[src/rtl/seg_display_scan.sv]
`default_nettype none
// ============================================================================
// Module   : seg_display_scan
// Purpose  : Time-multiplexed seven-segment driver. A signed binary value is
//            captured on a load strobe and converted to BCD by a sequential
//            double-dabble engine; the digits are then scanned onto a shared
//            active-low cathode bus with one-hot active-low anodes. Adds
//            leading-zero blanking, a minus sign, overflow indication and an
//            optional blinking edit digit.
// Revision : 1.0 - initial release
// ----------------------------------------------------------------------------
// Parameters
//   NUM_DIGITS  : number of physical digits (>= 2)
//   WIDTH       : width of the signed input value
//   REFRESH_DIV : clk cycles each digit stays enabled (>= 2)
//   BLINK_DIV   : clk cycles per blink half-period (>= 2)
// Ports
//   clk        in  : single clock
//   rst        in  : synchronous, active-high reset
//   value      in  : signed two's-complement value to show
//   load       in  : one-cycle strobe, captures value
//   edit_en    in  : enable blinking of edit_digit
//   edit_digit in  : digit index to blink (0 = rightmost)
//   anode      out : one-hot, active-low digit enable (registered)
//   cathode    out : active-low segments {dp,g,f,e,d,c,b,a} (registered)
//   busy       out : conversion in progress
//   overflow   out : last completed value does not fit
// Configuration
//   SEG_DISPLAY_SCAN_BLINK_EN : when defined, builds the blink counter and
//                               the edit-digit blanking; otherwise edit_en
//                               and edit_digit are ignored.
// ============================================================================
module seg_display_scan #(
    parameter int NUM_DIGITS  = 8,
    parameter int WIDTH       = 32,
    parameter int REFRESH_DIV = 100000,
    parameter int BLINK_DIV   = 25000000
) (
    input  logic                          clk,
    input  logic                          rst,
    input  logic [WIDTH-1:0]              value,
    input  logic                          load,
    input  logic                          edit_en,
    input  logic [$clog2(NUM_DIGITS)-1:0] edit_digit,
    output logic [NUM_DIGITS-1:0]         anode,
    output logic [7:0]                    cathode,
    output logic                          busy,
    output logic                          overflow
);

    localparam int IDX_W = $clog2(NUM_DIGITS);
    localparam int BCD_W = 4 * NUM_DIGITS;
    localparam int CNT_W = $clog2(WIDTH + 1);
    localparam int REF_W = $clog2(REFRESH_DIV);

    localparam logic [1:0] ST_IDLE  = 2'd0;
    localparam logic [1:0] ST_ABS   = 2'd1;
    localparam logic [1:0] ST_SHIFT = 2'd2;

    localparam logic [7:0] SEG_BLANK = 8'hFF;
    localparam logic [7:0] SEG_MINUS = 8'hBF;

    // ------------------------------------------------------------------------
    // Segment encoder for one BCD nibble (active low, dp off)
    // ------------------------------------------------------------------------
    function automatic logic [7:0] f_encode(input logic [3:0] nib);
        logic [7:0] seg;
        case (nib)
            4'd0:    seg = 8'hC0;
            4'd1:    seg = 8'hF9;
            4'd2:    seg = 8'hA4;
            4'd3:    seg = 8'hB0;
            4'd4:    seg = 8'h99;
            4'd5:    seg = 8'h92;
            4'd6:    seg = 8'h82;
            4'd7:    seg = 8'hF8;
            4'd8:    seg = 8'h80;
            4'd9:    seg = 8'h90;
            default: seg = SEG_BLANK;
        endcase
        return seg;
    endfunction

    // ------------------------------------------------------------------------
    // Converter state
    // ------------------------------------------------------------------------
    logic [1:0]       state_q, state_d;
    logic [WIDTH-1:0] value_q;
    logic             neg_q;
    logic [WIDTH-1:0] mag_q;
    logic [BCD_W-1:0] bcd_q;
    logic             carry_q;
    logic [CNT_W-1:0] bit_cnt_q;

    // Single-entry pending slot for loads that arrive while converting
    logic             pend_valid_q;
    logic [WIDTH-1:0] pend_value_q;

    // Committed display content
    logic [BCD_W-1:0] disp_bcd_q;
    logic             disp_neg_q;
    logic             disp_ovf_q;

    // Scan and output registers
    logic [REF_W-1:0]      ref_cnt_q;
    logic [IDX_W-1:0]      scan_idx_q;
    logic [NUM_DIGITS-1:0] anode_q;
    logic [7:0]            cathode_q;

    // ------------------------------------------------------------------------
    // Datapath helpers
    // ------------------------------------------------------------------------
    // Magnitude is formed one bit wider than the input so the most-negative
    // value negates exactly; its top bit can only be set if the magnitude
    // would not fit the shift window, so it is folded into the sticky carry.
    logic [WIDTH:0]   w_mag_full;
    logic [BCD_W-1:0] w_bcd_adj;
    logic [BCD_W-1:0] w_bcd_shift;
    logic             w_carry_out;
    logic             w_commit_carry;
    logic             w_top_nz;
    logic             w_commit_ovf;
    logic             w_last;

    assign w_mag_full = value_q[WIDTH-1] ? ({1'b0, ~value_q} + (WIDTH+1)'(1))
                                         : {1'b0, value_q};

    // Add-3 correction on every nibble that is 5 or more before shifting
    always_comb begin
        w_bcd_adj = bcd_q;
        for (int i = 0; i < NUM_DIGITS; i++) begin
            if (bcd_q[4*i +: 4] >= 4'd5) begin
                w_bcd_adj[4*i +: 4] = bcd_q[4*i +: 4] + 4'd3;
            end
        end
    end

    assign w_bcd_shift    = {w_bcd_adj[BCD_W-2:0], mag_q[WIDTH-1]};
    assign w_carry_out    = w_bcd_adj[BCD_W-1];
    assign w_commit_carry = carry_q | w_carry_out;
    assign w_top_nz       = |w_bcd_shift[BCD_W-1 -: 4];
    // A negative result needs the top position free for the '-' sign
    assign w_commit_ovf   = w_commit_carry | (neg_q & w_top_nz);
    assign w_last         = (bit_cnt_q == CNT_W'(WIDTH - 1));

    // ------------------------------------------------------------------------
    // Converter FSM
    // ------------------------------------------------------------------------
    always_comb begin
        state_d = state_q;
        case (state_q)
            ST_IDLE:  if (load || pend_valid_q) state_d = ST_ABS;
            ST_ABS:   state_d = ST_SHIFT;
            ST_SHIFT: if (w_last) state_d = ST_IDLE;
            default:  state_d = ST_IDLE;
        endcase
    end

    always_ff @(posedge clk) begin
        if (rst) begin
            state_q      <= ST_IDLE;
            value_q      <= '0;
            neg_q        <= 1'b0;
            mag_q        <= '0;
            bcd_q        <= '0;
            carry_q      <= 1'b0;
            bit_cnt_q    <= '0;
            pend_valid_q <= 1'b0;
            pend_value_q <= '0;
            disp_bcd_q   <= '0;
            disp_neg_q   <= 1'b0;
            disp_ovf_q   <= 1'b0;
        end else begin
            state_q <= state_d;
            case (state_q)
                ST_IDLE: begin
                    // A fresh strobe supersedes anything left pending
                    if (load) begin
                        value_q      <= value;
                        pend_valid_q <= 1'b0;
                    end else if (pend_valid_q) begin
                        value_q      <= pend_value_q;
                        pend_valid_q <= 1'b0;
                    end
                end
                ST_ABS: begin
                    neg_q     <= value_q[WIDTH-1];
                    mag_q     <= w_mag_full[WIDTH-1:0];
                    carry_q   <= w_mag_full[WIDTH];
                    bcd_q     <= '0;
                    bit_cnt_q <= '0;
                end
                ST_SHIFT: begin
                    bcd_q     <= w_bcd_shift;
                    mag_q     <= {mag_q[WIDTH-2:0], 1'b0};
                    carry_q   <= w_commit_carry;
                    bit_cnt_q <= bit_cnt_q + CNT_W'(1);
                    // Atomic commit of the finished conversion
                    if (w_last) begin
                        disp_bcd_q <= w_bcd_shift;
                        disp_neg_q <= neg_q;
                        disp_ovf_q <= w_commit_ovf;
                    end
                end
                default: ;
            endcase
            // Loads during a conversion (including its final cycle) park in
            // the pending slot; the last one wins.
            if (load && (state_q != ST_IDLE)) begin
                pend_value_q <= value;
                pend_valid_q <= 1'b1;
            end
        end
    end

    assign busy     = (state_q != ST_IDLE);
    assign overflow = disp_ovf_q;

    // ------------------------------------------------------------------------
    // Optional blink phase
    // ------------------------------------------------------------------------
    logic w_blank_edit;

`ifdef SEG_DISPLAY_SCAN_BLINK_EN
    localparam int BLK_W = $clog2(BLINK_DIV);

    logic [BLK_W-1:0] blink_cnt_q;
    logic             blink_off_q;

    always_ff @(posedge clk) begin
        if (rst) begin
            blink_cnt_q <= '0;
            blink_off_q <= 1'b0;
        end else if (blink_cnt_q == BLK_W'(BLINK_DIV - 1)) begin
            blink_cnt_q <= '0;
            blink_off_q <= ~blink_off_q;
        end else begin
            blink_cnt_q <= blink_cnt_q + BLK_W'(1);
        end
    end

    // Out-of-range indices never match a physical digit
    assign w_blank_edit = blink_off_q & edit_en
                        & ({{(32-IDX_W){1'b0}}, edit_digit} < $unsigned(NUM_DIGITS))
                        & (edit_digit == scan_idx_q);
`else
    logic w_unused_blink;

    assign w_unused_blink = ^{edit_en, edit_digit, 32'(BLINK_DIV)};
    assign w_blank_edit   = 1'b0;
`endif

    // ------------------------------------------------------------------------
    // Digit selection: blanking, sign and overflow
    // ------------------------------------------------------------------------
    logic [IDX_W-1:0] w_msd;
    logic [3:0]       w_nib;
    logic             w_minus_here;
    logic [7:0]       w_seg;

    // Most-significant non-zero digit; digit 0 always counts so 0 shows "0"
    always_comb begin
        w_msd = '0;
        for (int i = 1; i < NUM_DIGITS; i++) begin
            if (disp_bcd_q[4*i +: 4] != 4'd0) begin
                w_msd = IDX_W'(i);
            end
        end
    end

    assign w_nib        = disp_bcd_q[{scan_idx_q, 2'b00} +: 4];
    // Compared one bit wider so msd+1 cannot wrap onto digit 0
    assign w_minus_here = ({1'b0, scan_idx_q} == ({1'b0, w_msd} + (IDX_W+1)'(1)));

    always_comb begin
        w_seg = SEG_BLANK;
        if (disp_ovf_q) begin
            w_seg = SEG_MINUS;
        end else if (scan_idx_q <= w_msd) begin
            w_seg = f_encode(w_nib);
        end else if (disp_neg_q && w_minus_here) begin
            w_seg = SEG_MINUS;
        end
        if (w_blank_edit) begin
            w_seg = SEG_BLANK;
        end
    end

    // ------------------------------------------------------------------------
    // Scan counter and registered outputs
    // ------------------------------------------------------------------------
    // Both outputs are registered from the same scan index so anode and
    // cathode always switch on the same edge.
    always_ff @(posedge clk) begin
        if (rst) begin
            ref_cnt_q  <= '0;
            scan_idx_q <= '0;
            anode_q    <= '1;
            cathode_q  <= SEG_BLANK;
        end else begin
            if (ref_cnt_q == REF_W'(REFRESH_DIV - 1)) begin
                ref_cnt_q <= '0;
                if (scan_idx_q == IDX_W'(NUM_DIGITS - 1)) begin
                    scan_idx_q <= '0;
                end else begin
                    scan_idx_q <= scan_idx_q + IDX_W'(1);
                end
            end else begin
                ref_cnt_q <= ref_cnt_q + REF_W'(1);
            end
            anode_q   <= ~(NUM_DIGITS'(1) << scan_idx_q);
            cathode_q <= w_seg;
        end
    end

    assign anode   = anode_q;
    assign cathode = cathode_q;

endmodule
`default_nettype wire

[config.mk]
export PLATFORM = sky130hd
export DESIGN_NAME = seg_display_scan
export DESIGN_NICKNAME = d
export VERILOG_FILES = /design/src/rtl/seg_display_scan.sv
export SDC_FILE = /design/constraint.sdc
export NUM_CORES = 1
export LEC_CHECK = 0
export CORE_MARGIN = 1
export CORE_UTILIZATION = 36
export CTS_BUF_LIST = sky130_fd_sc_hd__clkbuf_4
export DETAILED_ROUTE_END_ITERATION = 8
export HOLD_SLACK_MARGIN = 0.03
export SYNTH_ARGS = -nofsm -noshare
export SYNTH_HDL_FRONTEND = slang
export SYNTH_SLANG_ARGS = --single-unit
[constraint.sdc]
create_clock -name clk -period 5.51 [get_ports clk]
set_clock_uncertainty 0.2 [all_clocks]
set_input_delay 1.653 -clock clk [delete_from_list [all_inputs] [get_ports clk]]
set_output_delay 1.653 -clock clk [all_outputs]
set_load 0.02 [all_outputs]
==> results.md <==
- DIE AREA: 29200 µm²
- I/O pin total: 57
- Tightest Pin Transition: 1.11 ns
- CTS Hold Bufs: 0
- Setup Buffers After CTS: 0
- CTS tree: built
- Clk_lat worst skew: 0.66 ns
- Setup WS post-layout: around 1.5 ns
- Total vias in the final route: 8372
- Avg WL per Cell: between 10 and 15 µm
- Hold_ws: 0.252 ns
- Final setup vio count: 0
- Final hold violations: 0
- Max Cap Viol: 0
- Global-route wire length before repair: 37700 µm
- Die X: 171 µm
- ANT nets after route: 0
- Post-synth cell types: 65
- Final GP Congestion: 0.758
- Grt ovf: 0
- Status: completed
- Leakage dissipation: 4.31 nW
- Final min period: 3.97 ns
- PortBufs: 51
- Syn avg cell area: 8.51 µm²
- Core area: 27900 µm²
- Int Power: 0.00259 W
- Critical path required time: ~3.7 ns
- Mapped cell area: 10300 µm²
- Pwr dens: 308 nW/µm²
- NetSw: 0.00103 W
- Root buf cell: clkbuf_4
- Layout cell share with drive strength beyond 1: 9.91%
- Reg power frac: 46.1%
- CTS buffer count: 55
- Pre-antenna DRT Iters: 5
- Max-slew headroom: 26.1%
- Switching Fraction: ~28%
- Fmax: approximately 0.25 GHz
- H-tree level count: 2
- Initial antenna violation count: 1
- HP Class: reg -> reg
- Site Rows: 61
- Seq/Total Area, Yosys: about two fifths
- Final net count: 1319
- DP Worst Slack: 1.75 ns
- Syn. warnings: 0
- Vias per cell: 5.04
- Effective utilization at floorplan: 36.8%
- CTS sink cnt: 208
- Clk pwr share: 38.0%
- Final worst-path cycle share: 72.0%
- Critical Path AT: 2.11 ns
- Yosys reg bits: 208
- Commonest non-fill, non-tap cell in the layout: dfxtp_1
- Mapped Cells: 1207
- PostCTS Resize Cnt: 0
- Area growth from synthesis to layout: 14.4%
- CP Capture Type: primary output
- Synth Flop Type: dfxtp_1
- Vias in the first global route: roughly 8000
- Logic gate share of total power: 15.9%
- Fin. max-slew vios: 0
- FFs w/ async S/R, synth: 0%
- Critical Path Source Type: register
- Peak supply drop: 0.184 mV
- Hpwl dp: ~14000 µm
- Post-route core utilization: 42.1%
- Largest net degree at the start of global routing: slightly below 100
- Final wirelength: 22000 µm
- Total track usage: 15.5%
- CTS max path bufs: 3
- Syn nets: approximately 1300
- Worst-path maximum fanout: 4
- Clock-pin slew on the worst setup and hold paths: 0.06 ns
- Setup TNS Final: 0 ns
- Setup CP Type: reg -> out
- Commonest non-fill, non-tap cells in the layout: dfxtp_1, nand2_1, nor2_1, a21oi_1, clkbuf_4
- RSZ-0062 raised after global routing: false
- First DRT Iteration DRCs: 494
- DRC errors left: 0
- Post-synth EDFFs: 0
- Die height: 171 µm
[final timing paths]
check                                startpoint                             to  slack (ns)  depth (start not counted)
setup reg to reg     scan_idx_q[0]$_SDFFE_PP0P_          cathode[1]$_SDFF_PP1_        2.47                          5
hold reg to reg   pend_value_q[30]$_SDFFE_PP0P_  pend_value_q[30]$_SDFFE_PP0P_        0.25                          2
setup / recovery        state_q[0]$_SDFFE_PP0P_                           busy        1.54                          4
hold / removal    pend_value_q[30]$_SDFFE_PP0P_  pend_value_q[30]$_SDFFE_PP0P_        0.25                          2
[logic make-up (layout without fill, tap and decap cells)]
logic type	count (synthesis)	count (layout)	share of synthesized area, %
XOR/XNOR	48	48	4.09
AO/OA/AOI/OAI	275	275	17.7
buffers and inverters	125	200	4.66
multiplexers	66	66	7.45
flip-flops	208	208	40.5
other	1	2	0.0365
adder cells (fa/ha/maj)	38	38	4.63
AND/OR/NAND/NOR	446	446	20.9
[power by group through the flow]
stage	logic, W	registers [W]	clock network, W
floorplan	0.000449	0.00168	0
global placement	0.000568	0.00170	0
detailed placement	0.000575	0.00170	0
CTS	0.000579	0.00167	0.00143
global route	0.000646	0.00168	0.00153
finish	0.000574	0.00167	0.00138
[metal layers]
metal  global-route usage, %  part of all wire (%)  vias up
met5                       0                     0        -
met4                    4.89                   2.0        0
met3                    3.40                   4.5       45
met2                    24.8                    44      165
met1                    20.6                    50     3812
li1                        -                     -     4350
[cells in the mapped netlist (7+ instances only)]
master / instances / area, µm²
dfxtp_1: 208 / 4160
nand2_1: 142 / 533
nor2_1: 123 / 462
a21oi_1: 91 / 455
clkbuf_1: 63 / 236
mux2i_1: 56 / 561
a211oi_1: 50 / 375
nand2b_1: 42 / 263
o21ai_0: 40 / 200
ha_1: 38 / 475
inv_1: 38 / 143
xnor2_1: 28 / 245
nor2b_1: 24 / 150
nor3_1: 23 / 115
xor2_1: 20 / 175
nor3b_1: 19 / 143
nand3_1: 18 / 90.1
o31ai_1: 17 / 128
buf_1: 15 / 56.3
o22ai_1: 14 / 87.6
a2bb2oi_1: 11 / 96.3
or4_1: 10 / 75.1
nor4_1: 9 / 56.3
a32oi_1: 8 / 70.1
mux4_2: 8 / 180
o41ai_1: 7 / 61.3
[sequential cells by signal (all words and copies together) (netlist names), 2 cells and up]
| name | cells |
|---|---|
| cathode | 7 |
| scan_idx_q | 3 |
| ref_cnt_q | 17 |
| disp_bcd_q | 32 |
| bcd_q | 32 |
| value_q | 32 |
| pend_value_q | 32 |
| bit_cnt_q | 6 |
| anode | 8 |
| mag_q | 32 |
| state_q | 2 |
[stage by stage]
step / power (W) / instance area [µm²] / instances
4_1_cts: 0.00368 / 11700 / 1660
3_5_place_dp: 0.00227 / 11000 / 1563
3_3_place_gp: 0.00226 / 11000 / 1563
5_1_grt: 0.00385 / 11800 / 1661
2_1_floorplan: 0.00213 / 10300 / 1207
6_report: 0.00362 / 11800 / 1661
[worst max-delay path: stages, from the launching register on]
cell and delay, ns:
dfxtp_1 0.38, inv_1 0.09, ha_2 0.23, inv_1 0.15, clkdlybuf4s50_1 0.64
[layout make-up]
cell class | count | area (µm²)
inverter | 41 | 154
clock inverter | 16 | 113
fill | 2847 | 16200
tap | 378 | 473
timing repair buffer | 62 | 589
sequential | 208 | 4160
multi-input combinational | 874 | 5650
clock buffer | 81 | 608
antenna | 1 | 2.50
No activity file was read; power rests on OpenSTA's default activity.
